File: src/rtl/cv_touch_emu.sv
// cv_touch_emu: turns the four CV input samples into 8-bit touch readings.
// One snapshot of all inputs is taken per rising edge of sample_clk, then the
// four channels are scaled, clamped, jack-gated and slew-limited one per cycle.
//
// Ports:
//   clk          system clock, rising edge
//   rst          synchronous reset, active-high
//   sample_clk   frame strobe level (synchronous to clk)
//   sample_in0-3 signed CV samples, W bits
//   jack         jack-detect, bit i = input i patched (bits 3:0 used)
//   touch0-3     emulated touch readings, unsigned 8-bit (registered)
//   touch_valid  one-cycle pulse after touch3 is updated
//   overrun      sticky, a frame edge arrived while busy
module cv_touch_emu #(
  parameter int unsigned W    = 16,
  parameter int unsigned SLEW = 255
) (
  input  logic         clk,
  input  logic         rst,
  input  logic         sample_clk,
  input  logic [W-1:0] sample_in0,
  input  logic [W-1:0] sample_in1,
  input  logic [W-1:0] sample_in2,
  input  logic [W-1:0] sample_in3,
  input  logic [7:0]   jack,
  output logic [7:0]   touch0,
  output logic [7:0]   touch1,
  output logic [7:0]   touch2,
  output logic [7:0]   touch3,
  output logic         touch_valid,
  output logic         overrun
);

  localparam int unsigned SHIFT = W - 10;

  typedef enum logic [2:0] {
    IDLE = 3'd0,
    CH0  = 3'd1,
    CH1  = 3'd2,
    CH2  = 3'd3,
    CH3  = 3'd4
  } state_e;

  state_e               state_q, state_d;
  logic                 sc_q;
  logic [3:0][W-1:0]    snap_q, snap_d;
  logic [3:0]           jack_q, jack_d;
  logic [3:0][7:0]      touch_q, touch_d;
  logic                 valid_q, valid_d;
  logic                 overrun_q, overrun_d;

  logic                 frame_edge_c;
  logic [1:0]           ch_c;
  logic [7:0]           target_c;
  logic [7:0]           new_val_c;
  logic                 jack_unused_c;

  // Only four inputs exist; the upper jack bits are intentionally ignored.
  assign jack_unused_c = ^jack[7:4];

  assign frame_edge_c = sample_clk & ~sc_q;

  // Scale to the touch range: arithmetic shift to 10 bits, clamp to 0..255.
  function automatic logic [7:0] calc_target(input logic [W-1:0] smp,
                                             input logic en);
    logic signed [W-1:0] sx;
    logic signed [9:0]   s;
    sx = $signed(smp) >>> SHIFT;
    s  = 10'(sx);
    if (!en)                 return 8'd0;
    else if (s < 10'sd0)     return 8'd0;
    else if (s > 10'sd255)   return 8'd255;
    else                     return 8'(s);
  endfunction

  // Limit the step from cur toward tgt to SLEW; stays inside 0..255.
  function automatic logic [7:0] calc_slew(input logic [7:0] tgt,
                                           input logic [7:0] cur);
    logic signed [9:0] d;
    logic signed [9:0] lim;
    logic signed [9:0] r;
    lim = $signed(10'(SLEW));
    d   = $signed({2'b00, tgt}) - $signed({2'b00, cur});
    if (d > lim)       r = $signed({2'b00, cur}) + lim;
    else if (d < -lim) r = $signed({2'b00, cur}) - lim;
    else               r = $signed({2'b00, tgt});
    return 8'(r);
  endfunction

  // Channel currently being processed, derived from the state.
  always_comb begin
    ch_c = 2'd0;
    case (state_q)
      CH1:     ch_c = 2'd1;
      CH2:     ch_c = 2'd2;
      CH3:     ch_c = 2'd3;
      default: ch_c = 2'd0;
    endcase
  end

  assign target_c  = calc_target(snap_q[ch_c], jack_q[ch_c]);
  assign new_val_c = calc_slew(target_c, touch_q[ch_c]);

  // Next-state and datapath updates.
  always_comb begin
    state_d   = state_q;
    snap_d    = snap_q;
    jack_d    = jack_q;
    touch_d   = touch_q;
    valid_d   = 1'b0;
    overrun_d = overrun_q;
    case (state_q)
      IDLE: begin
        if (frame_edge_c) begin
          snap_d  = {sample_in3, sample_in2, sample_in1, sample_in0};
          jack_d  = jack[3:0];
          state_d = CH0;
        end
      end
      CH0: begin
        touch_d[0] = new_val_c;
        state_d    = CH1;
        if (frame_edge_c) overrun_d = 1'b1;
      end
      CH1: begin
        touch_d[1] = new_val_c;
        state_d    = CH2;
        if (frame_edge_c) overrun_d = 1'b1;
      end
      CH2: begin
        touch_d[2] = new_val_c;
        state_d    = CH3;
        if (frame_edge_c) overrun_d = 1'b1;
      end
      CH3: begin
        touch_d[3] = new_val_c;
        valid_d    = 1'b1;
        state_d    = IDLE;
        if (frame_edge_c) overrun_d = 1'b1;
      end
      default: state_d = IDLE;
    endcase
  end

  // State and datapath registers.
  always_ff @(posedge clk) begin
    if (rst) begin
      state_q   <= IDLE;
      sc_q      <= 1'b0;
      snap_q    <= '0;
      jack_q    <= '0;
      touch_q   <= '0;
      valid_q   <= 1'b0;
      overrun_q <= 1'b0;
    end else begin
      state_q   <= state_d;
      sc_q      <= sample_clk;
      snap_q    <= snap_d;
      jack_q    <= jack_d;
      touch_q   <= touch_d;
      valid_q   <= valid_d;
      overrun_q <= overrun_d;
    end
  end

  assign touch0      = touch_q[0];
  assign touch1      = touch_q[1];
  assign touch2      = touch_q[2];
  assign touch3      = touch_q[3];
  assign touch_valid = valid_q;
  assign overrun     = overrun_q;

endmodule

File: config.mk
export PLATFORM = sky130hd
export DESIGN_NAME = cv_touch_emu
export DESIGN_NICKNAME = d
export VERILOG_FILES = /design/src/rtl/cv_touch_emu.sv
export SDC_FILE = /design/constraint.sdc
export NUM_CORES = 1
export LEC_CHECK = 0
export CELL_PAD_IN_SITES_DETAIL_PLACEMENT = 1
export CELL_PAD_IN_SITES_GLOBAL_PLACEMENT = 2
export CORE_MARGIN = 2
export CORE_UTILIZATION = 29
export CTS_BUF_LIST = sky130_fd_sc_hd__clkbuf_4
export CTS_CLUSTER_SIZE = 14
export DETAILED_ROUTE_END_ITERATION = 8
export GPL_ROUTABILITY_DRIVEN = 0
export MAX_ROUTING_LAYER = met4
export PLACE_DENSITY = 0.81
export SETUP_SLACK_MARGIN = 0.02
export SYNTH_ARGS = -nofsm -noshare
export SYNTH_HDL_FRONTEND = slang
export SYNTH_SLANG_ARGS = --single-unit
File: constraint.sdc
create_clock -name clk -period 4.6 [get_ports clk]
set_input_delay 0.46 -clock clk [delete_from_list [all_inputs] [get_ports clk]]
set_output_delay 0.46 -clock clk [all_outputs]
set_load 0.02 [all_outputs]
Word-level counts from Yosys, hierarchy flattened
Cells that the tools add are included.
- equal/unequal tests: 5
- reductions and logical operators: 4
- $add $sub $neg: 3
- mux-type cells: 15
- order comparisons: 5
- bitwise operators: 2
- operators with widths (operator ; count):
    two-way mux 8 bit ; 6
    binary-select mux 16 bit (select 2 bit) ; 1
    binary-select mux 8 bit (select 2 bit) ; 1
    two-way mux 16 bit ; 1
    one-hot mux 3 bit (4 select lines) ; 1
    > comparator 10 x 9 -> 1 bit (second input constant) ; 1
    < comparator 10 x 1 -> 1 bit (second input constant) ; 1
    > comparator 9 bit (second input constant) ; 1
    < comparator 9 bit (second input constant) ; 1
    subtractor 8 x 8 -> 9 bit ; 1
    adder 8 bit (second input constant) ; 1
    subtractor 8 bit (second input constant) ; 1
    == test 3 x 2 -> 1 bit (second input constant) ; 2
    one-hot mux 2 bit (3 select lines) ; 1
    AND reduction 2 bit ; 2
    OR reduction 4 bit ; 1
    == test 3 x 1 -> 1 bit (second input constant) ; 1
    == test 3 bit (second input constant) ; 1
    logical NOT 3 bit ; 1
    < comparator 2 x 3 -> 1 bit (second input constant) ; 1
    two-way mux 3 bit ; 1
    binary-select mux 1 bit (select 2 bit) ; 1
    two-way mux 1 bit ; 2
    inequality test 2 bit (second input constant) ; 1
    2 further kinds ; 2
- bits of input ports: 75
- output and inout bits: 34
- word-level logic and storage cells: 47
- register bits: 106

Logic depth before layout (Yosys ltp)
- depth after elaboration: 12
- mapped depth: 17
- gate-level depth less buffers: 13

Least setup slack after synthesis
OpenSTA, ideal clock, no wires.
- path kind: register to register
- from: reg state_q[2]
- to: reg touch_q, in the netlist touch2[5]
- library setup time: 0.140 ns
- setup slack: 1.015 ns
- cell stages (with the launch flop): 15
- data required time: 4.460 ns
- buffers on the path: 1
- period minus slack after synthesis: 3.585 ns
- arrival: 3.446 ns
- path through: dfxtp_1 buf_4 or4bb_1 o211ai_2 o21ai_0 a211oi_1 nor2_2 ha_1 or3_1 a221oi_2 a21oi_1 nor4b_4 inv_1 o31ai_2 a211oi_1
- cells in the longest elaborated chain, start to end: 12
- elaborated cells between the ends (all ways): 22
- those cells by class: add/sub: 3; order compare: 4; eq/ne: 3; mux: 12
- ends and longest elaborated chain (what ; RTL line ; text):
    from (decl) ; 44 ; state_e state_q, state_d;
    from (signal assigned) ; 156 ; state_q <= state_d;
    == test 3 bit (tied with other cells) ; 93 ; case (state_q)
    one-hot mux 2 bit (3 select lines) ; 93 ;
    binary-select mux 16 bit (select 2 bit) ; 101 ; assign target_c = calc_target(snap_q[ch_c], jack_q[ch_c]);
    two-way mux 16 bit (implied by the code) ; 101 ;
    > comparator 10 x 9 -> 1 bit ; 72 ; else if (s > 10'sd255) return 8'd255;
    two-way mux 8 bit ; 72 ;
    two-way mux 8 bit ; 71 ; else if (s < 10'sd0) return 8'd0;
    two-way mux 8 bit ; 70 ; if (!en) return 8'd0;
    subtractor 8 x 8 -> 9 bit ; 83 ; d = $signed({2'b00, tgt}) - $signed({2'b00, cur});
    < comparator 9 bit ; 85 ; else if (d < -lim) r = $signed({2'b00, cur}) - lim;
    two-way mux 8 bit ; 85 ;
    two-way mux 8 bit ; 84 ; if (d > lim) r = $signed({2'b00, cur}) + lim;
    to (signal assigned) ; 160 ; touch_q <= touch_d;
    to (decl) ; 48 ; logic [3:0][7:0] touch_q, touch_d;
Parallel ways exist; a longest one is shown, timed or not. The select of a mux whose other input is x is not followed.
A chain may end at the register's enable or synchronous reset.

Worst setup path in the final report
- from: reg state_q[2]
- to: reg touch_q, in the netlist touch3[5]
- cells in the longest elaborated chain, start to end: 12
- elaborated cells between the ends (all ways): 22
- those cells by class: add/sub: 3; order compare: 4; eq/ne: 3; mux: 12
- ends and longest elaborated chain (what ; RTL line):
    == test 3 bit / == test 3 x 2 -> 1 bit (equally long branches) ; 93, 112
    one-hot mux 2 bit (3 select lines) ; 93
    binary-select mux 16 bit (select 2 bit) ; 101
    two-way mux 16 bit (implied by the code) ; 101
    > comparator 10 x 9 -> 1 bit ; 72
    two-way mux 8 bit ; 72
    two-way mux 8 bit ; 71
    two-way mux 8 bit ; 70
    subtractor 8 x 8 -> 9 bit ; 83
    < comparator 9 bit ; 85
    two-way mux 8 bit ; 85
    two-way mux 8 bit ; 84
Parallel ways exist; a longest one is shown, timed or not. The select of a mux whose other input is x is not followed.

==> impl_metrics.py <==
metrics = {
    "timing": {
        "skew_ps": 20.63,
        "timing_max_transition_violations_final": 0,
        "hold_viol": 0,
        "fin_tns_setup_ps": 0,
        "final-setup-viol-count": 0,
        "hold-worst-slack_ps": 463.4,
        "max_slew_margin_pct": 40.72,
        "max_clock_freq_ghz": 0.2369,
        "grt_setup_unrepaired": "false",
        "actual_slew_at_the_worst_max_slew_pin_ps": 886.0,
        "final.min_clock_period_ps": 4221,
        "timing.final.crit_share_pct": 91.76,
    },
    "setup_path": {
        "path_common_cell": "sky130_fd_sc_hd__a211oi_1",
        "worstPathMaxFanout": 13,
        "critical-path-slowest-cell": "sky130_fd_sc_hd__or4bb_1",
        "timing.rr.end": "touch3[5]",
        "crit-reg2reg-launch": "state_q[2]",
        "critical_path.startpoint_type": "flip-flop",
        "worst_setup_path_class": "reg2reg",
        "reg2reg_setup_slack_ps": 380,
        "series_of_cell_instances_along_the_critical_path": "or4bb_1 -> o211ai_2 -> o21ai_0 -> a211oi_1 -> nor2_2 -> ha_1 -> or3_1 -> a221oi_2 -> a21oi_1 -> nor4b_4 -> inv_1 -> o31ai_2 -> a211oi_1",
        "ff2ff_path_depth": 13,
        "critPathMaxStageDelay_ps": 540,
        "crit_required_ps": 4920,
        "cp_arrival_ps": 4550,
        "timing.critical_path.to_type": "flip-flop",
    },
    "yosys": {
        "synth-seq-area-share_pct": 37.19,
        "async_reset_ff_share_pct": 0,
        "yosysUniqueCellTypes": 73,
        "postSynthRegisterBits": 82,
        "ys.warnings.count": 0,
        "postSynthAreaPerCell_um2": 8.129,
        "post_synth_instance_area_um2": 4414,
        "mappedNetlistNets": 629,
        "most_instantiated_flip_flop_cell_in_the_synthesis_netlist": "sky130_fd_sc_hd__dfxtp_1",
        "syn_inst": 543,
        "synth-edff-count": 0,
    },
    "hold_path": {
        "hold_path_class": "reg2reg",
        "timing.hold.worst_endpoint": "snap_q[25]",
        "timing.hold.worst.start": "snap_q[25]",
        "count_of_cells_along_the_worst_hold_path": 2,
    },
    "grt": {
        "grt_start_max_net_pins": 75,
        "vias_in_the_first_global_route": 4445,
        "global_route.overflow_total": 0,
        "grt.total_usage_pct": 18.65,
        "antenna_violations_before_repair": 0,
        "grt_first_pass_wirelength_um": 23300,
    },
    "place": {
        "portBuffers": 80,
        "detailed_place_hpwl_um": 10480,
    },
    "layout": {
        "filler_cell_count": 1819,
        "flow.area_growth_from_synthesis_pct": 24.89,
        "post_route_cells_drive_above_1_share_pct": 10.63,
        "insertedDiodeCount": 0,
        "num-nets-final": 702,
        "top_library_cells_by_usage_in_the_layout_fill_and_taps_aside": "sky130_fd_sc_hd__nand2_1, sky130_fd_sc_hd__dfxtp_1, sky130_fd_sc_hd__clkdlybuf4s50_1, sky130_fd_sc_hd__a21oi_1, sky130_fd_sc_hd__nor2_1",
        "most_frequent_standard_cell_in_the_layout_excluding_fill_and_tap_cells": "sky130_fd_sc_hd__nand2_1",
    },
    "die": {
        "die_width_um": 127.4,
        "die_h_um": 127.4,
        "core_area_um2": 15030,
        "row_count": 45,
        "initial_utilization_pct": 29.36,
        "die-area_um2": 16220,
        "io_pins": 109,
    },
    "detailed_routing": {
        "routed_wl_um": 14260,
        "detailedRoute.firstIterationViolations": 194,
        "wire_per_inst_um": 17.63,
        "detail-route-antenna-nets": 0,
        "vias_per_cell": 5.251,
        "route.detailed.drc": 0,
        "route.vias.total": 4248,
        "drtPass1Iterations": 4,
    },
    "clock_network": {
        "cts.clk_slew.worst_paths_ps": 160,
        "cts_hold_bufs": 0,
        "clock_path_buffers": 2,
        "cts.sink_count": 82,
        "tritoncts_clock_tree": "yes",
        "cts_root_buf": "sky130_fd_sc_hd__clkbuf_4",
        "cts_made_buffers": 9,
        "htree_levels": 3,
        "clock_insertion_delay_worst_skew_ps": 480,
    },
    "flow_run": {
        "max_cap_viol": 0,
    },
    "power": {
        "leakage_nw": 1.895,
        "power.density_nw_per_um2": 316.1,
        "power.ir.vdd_worst_mv": 0.1139,
    },
    "run_status": {
        "status": "finished, final reports clean",
    },
}
==> routing by layer <==
metal  up-vias  routed length, um  track usage [%]
met5         -                  0                -
met2        87               6865            31.17
li1       2093                  -                -
met4         0                352            6.981
met3        24                440            2.471
met1      2044               6602            23.04
==> stage by stage <==
stage                     std cells  power, mW  utilization (%)  area (um^2)  setup slack [ps]
after floorplan                 543      1.134                -         4414              1015
after CTS                       809      1.752            36.65         5510             211.2
after global routing            809      1.845            36.67         5513             74.55
after global placement          793      1.292            35.75         5374             348.5
after detailed placement        793      1.313            35.75         5374             275.1
final                           809      1.743            36.67         5513             378.9
==> area by class of cell <==
cell class | instances | area, um^2 | area share [%]
multi-input combinational | 413 | 2501 | 45.37
inverter | 10 | 37.54 | 0.6809
tap | 188 | 235.2 | 4.267
timing repair buffer | 100 | 958.4 | 17.39
clock inverter | 7 | 68.82 | 1.248
clock buffer | 9 | 67.56 | 1.226
sequential | 82 | 1644 | 29.82
==> synth_stat cells, types with 3 or more instances <==
| cell | n | share of area [%] |
|---|---|---|
| sky130_fd_sc_hd__dfxtp_1 | 82 | 37 |
| sky130_fd_sc_hd__clkbuf_8 | 5 | 1.6 |
| sky130_fd_sc_hd__clkbuf_1 | 16 | 1.4 |
| sky130_fd_sc_hd__a31oi_1 | 3 | 0.43 |
| sky130_fd_sc_hd__o21ai_0 | 14 | 1.6 |
| sky130_fd_sc_hd__buf_6 | 4 | 1.0 |
| sky130_fd_sc_hd__ha_1 | 11 | 3.1 |
| sky130_fd_sc_hd__a22oi_1 | 7 | 1.2 |
| sky130_fd_sc_hd__and3_1 | 4 | 0.57 |
| sky130_fd_sc_hd__nor4_1 | 3 | 0.43 |
| sky130_fd_sc_hd__buf_2 | 9 | 1.0 |
| sky130_fd_sc_hd__nor2_1 | 34 | 2.9 |
| sky130_fd_sc_hd__a21oi_1 | 67 | 7.6 |
| sky130_fd_sc_hd__nand2b_1 | 4 | 0.57 |
| sky130_fd_sc_hd__o32ai_1 | 3 | 0.60 |
| sky130_fd_sc_hd__inv_1 | 10 | 0.85 |
| sky130_fd_sc_hd__and3_2 | 3 | 0.51 |
| sky130_fd_sc_hd__a211oi_1 | 15 | 2.6 |
| sky130_fd_sc_hd__o2bb2ai_1 | 3 | 0.60 |
| sky130_fd_sc_hd__o22ai_1 | 12 | 1.7 |
| sky130_fd_sc_hd__xnor2_1 | 5 | 0.99 |
| sky130_fd_sc_hd__mux2i_1 | 15 | 3.4 |
| sky130_fd_sc_hd__o221ai_1 | 6 | 1.2 |
| sky130_fd_sc_hd__nand2_1 | 117 | 9.9 |
| sky130_fd_sc_hd__nor2b_1 | 7 | 0.99 |
| sky130_fd_sc_hd__o31ai_1 | 4 | 0.68 |
| sky130_fd_sc_hd__a211oi_2 | 3 | 0.85 |
| sky130_fd_sc_hd__nor3_1 | 15 | 1.7 |
| sky130_fd_sc_hd__nand3_1 | 7 | 0.79 |
==> repair_timing <==
| action | in CTS | in global routing |
|---|---|---|
| setup buffers | 0 | 0 |
| endpoints found under the hold margin | 0 | 0 |
| resized for setup | 0 | 2 |
| setup endpoints to repair | 0 | 24 |
==> report_power, final <==
part	internal, mW	switching, mW	leakage [nW]
Combinational	0.208	0.307	1.16
Sequential	0.752	0.0324	0.669
Clock	0.163	0.280	0.0636
Total	1.12	0.620	1.89
==> registers in the layout, indices dropped and copies added (netlist names) <==
register and flops:
jack_q 4, overrun 1, sc_q 1, snap_q 40, state_q 3, touch0 8, touch1 8, touch2 8
touch3 8, touch_valid 1
==> worst max-delay path by stage <==
| stage | startpoint | endpoint | slack [ps] | depth (start not counted) |
|---|---|---|---|---|
| finish | state_q[2] | touch3[5] | 380 | 13 |
| floorplan | state_q[2] | touch2[5] | 1010 | 14 |
| global route | state_q[1] | touch0[5] | 70 | 14 |
| detailed placement | state_q[2] | touch3[5] | 280 | 13 |
| global placement | state_q[2] | touch2[5] | 350 | 13 |
| CTS | state_q[2] | touch3[5] | 210 | 13 |
==> worst max-delay path: cells and delay by family, from the launching register on <==
| kind | cells | cell delay [ps] |
|---|---|---|
| compound gates | 7 | 1670 |
| simple gates | 4 | 1450 |
| flops | 1 | 460 |
| fa+ha+maj | 1 | 370 |
| buf+inv | 1 | 90 |
==> kinds of logic (layout without fill, tap and decap cells) <==
kind of cell,count (synthesis),after routing,share of synthesized area [%]
muxes,16,16,3.656
DFF,82,82,37.19
and+or+nand+nor,214,214,22.82
adders and majority gates,11,11,3.118
buffers and inverters,48,126,6.349
AOI/OAI and AO/OA,163,163,24.75
xor gates and xnor gates,9,9,2.126
(Power assumes the default switching activity.)
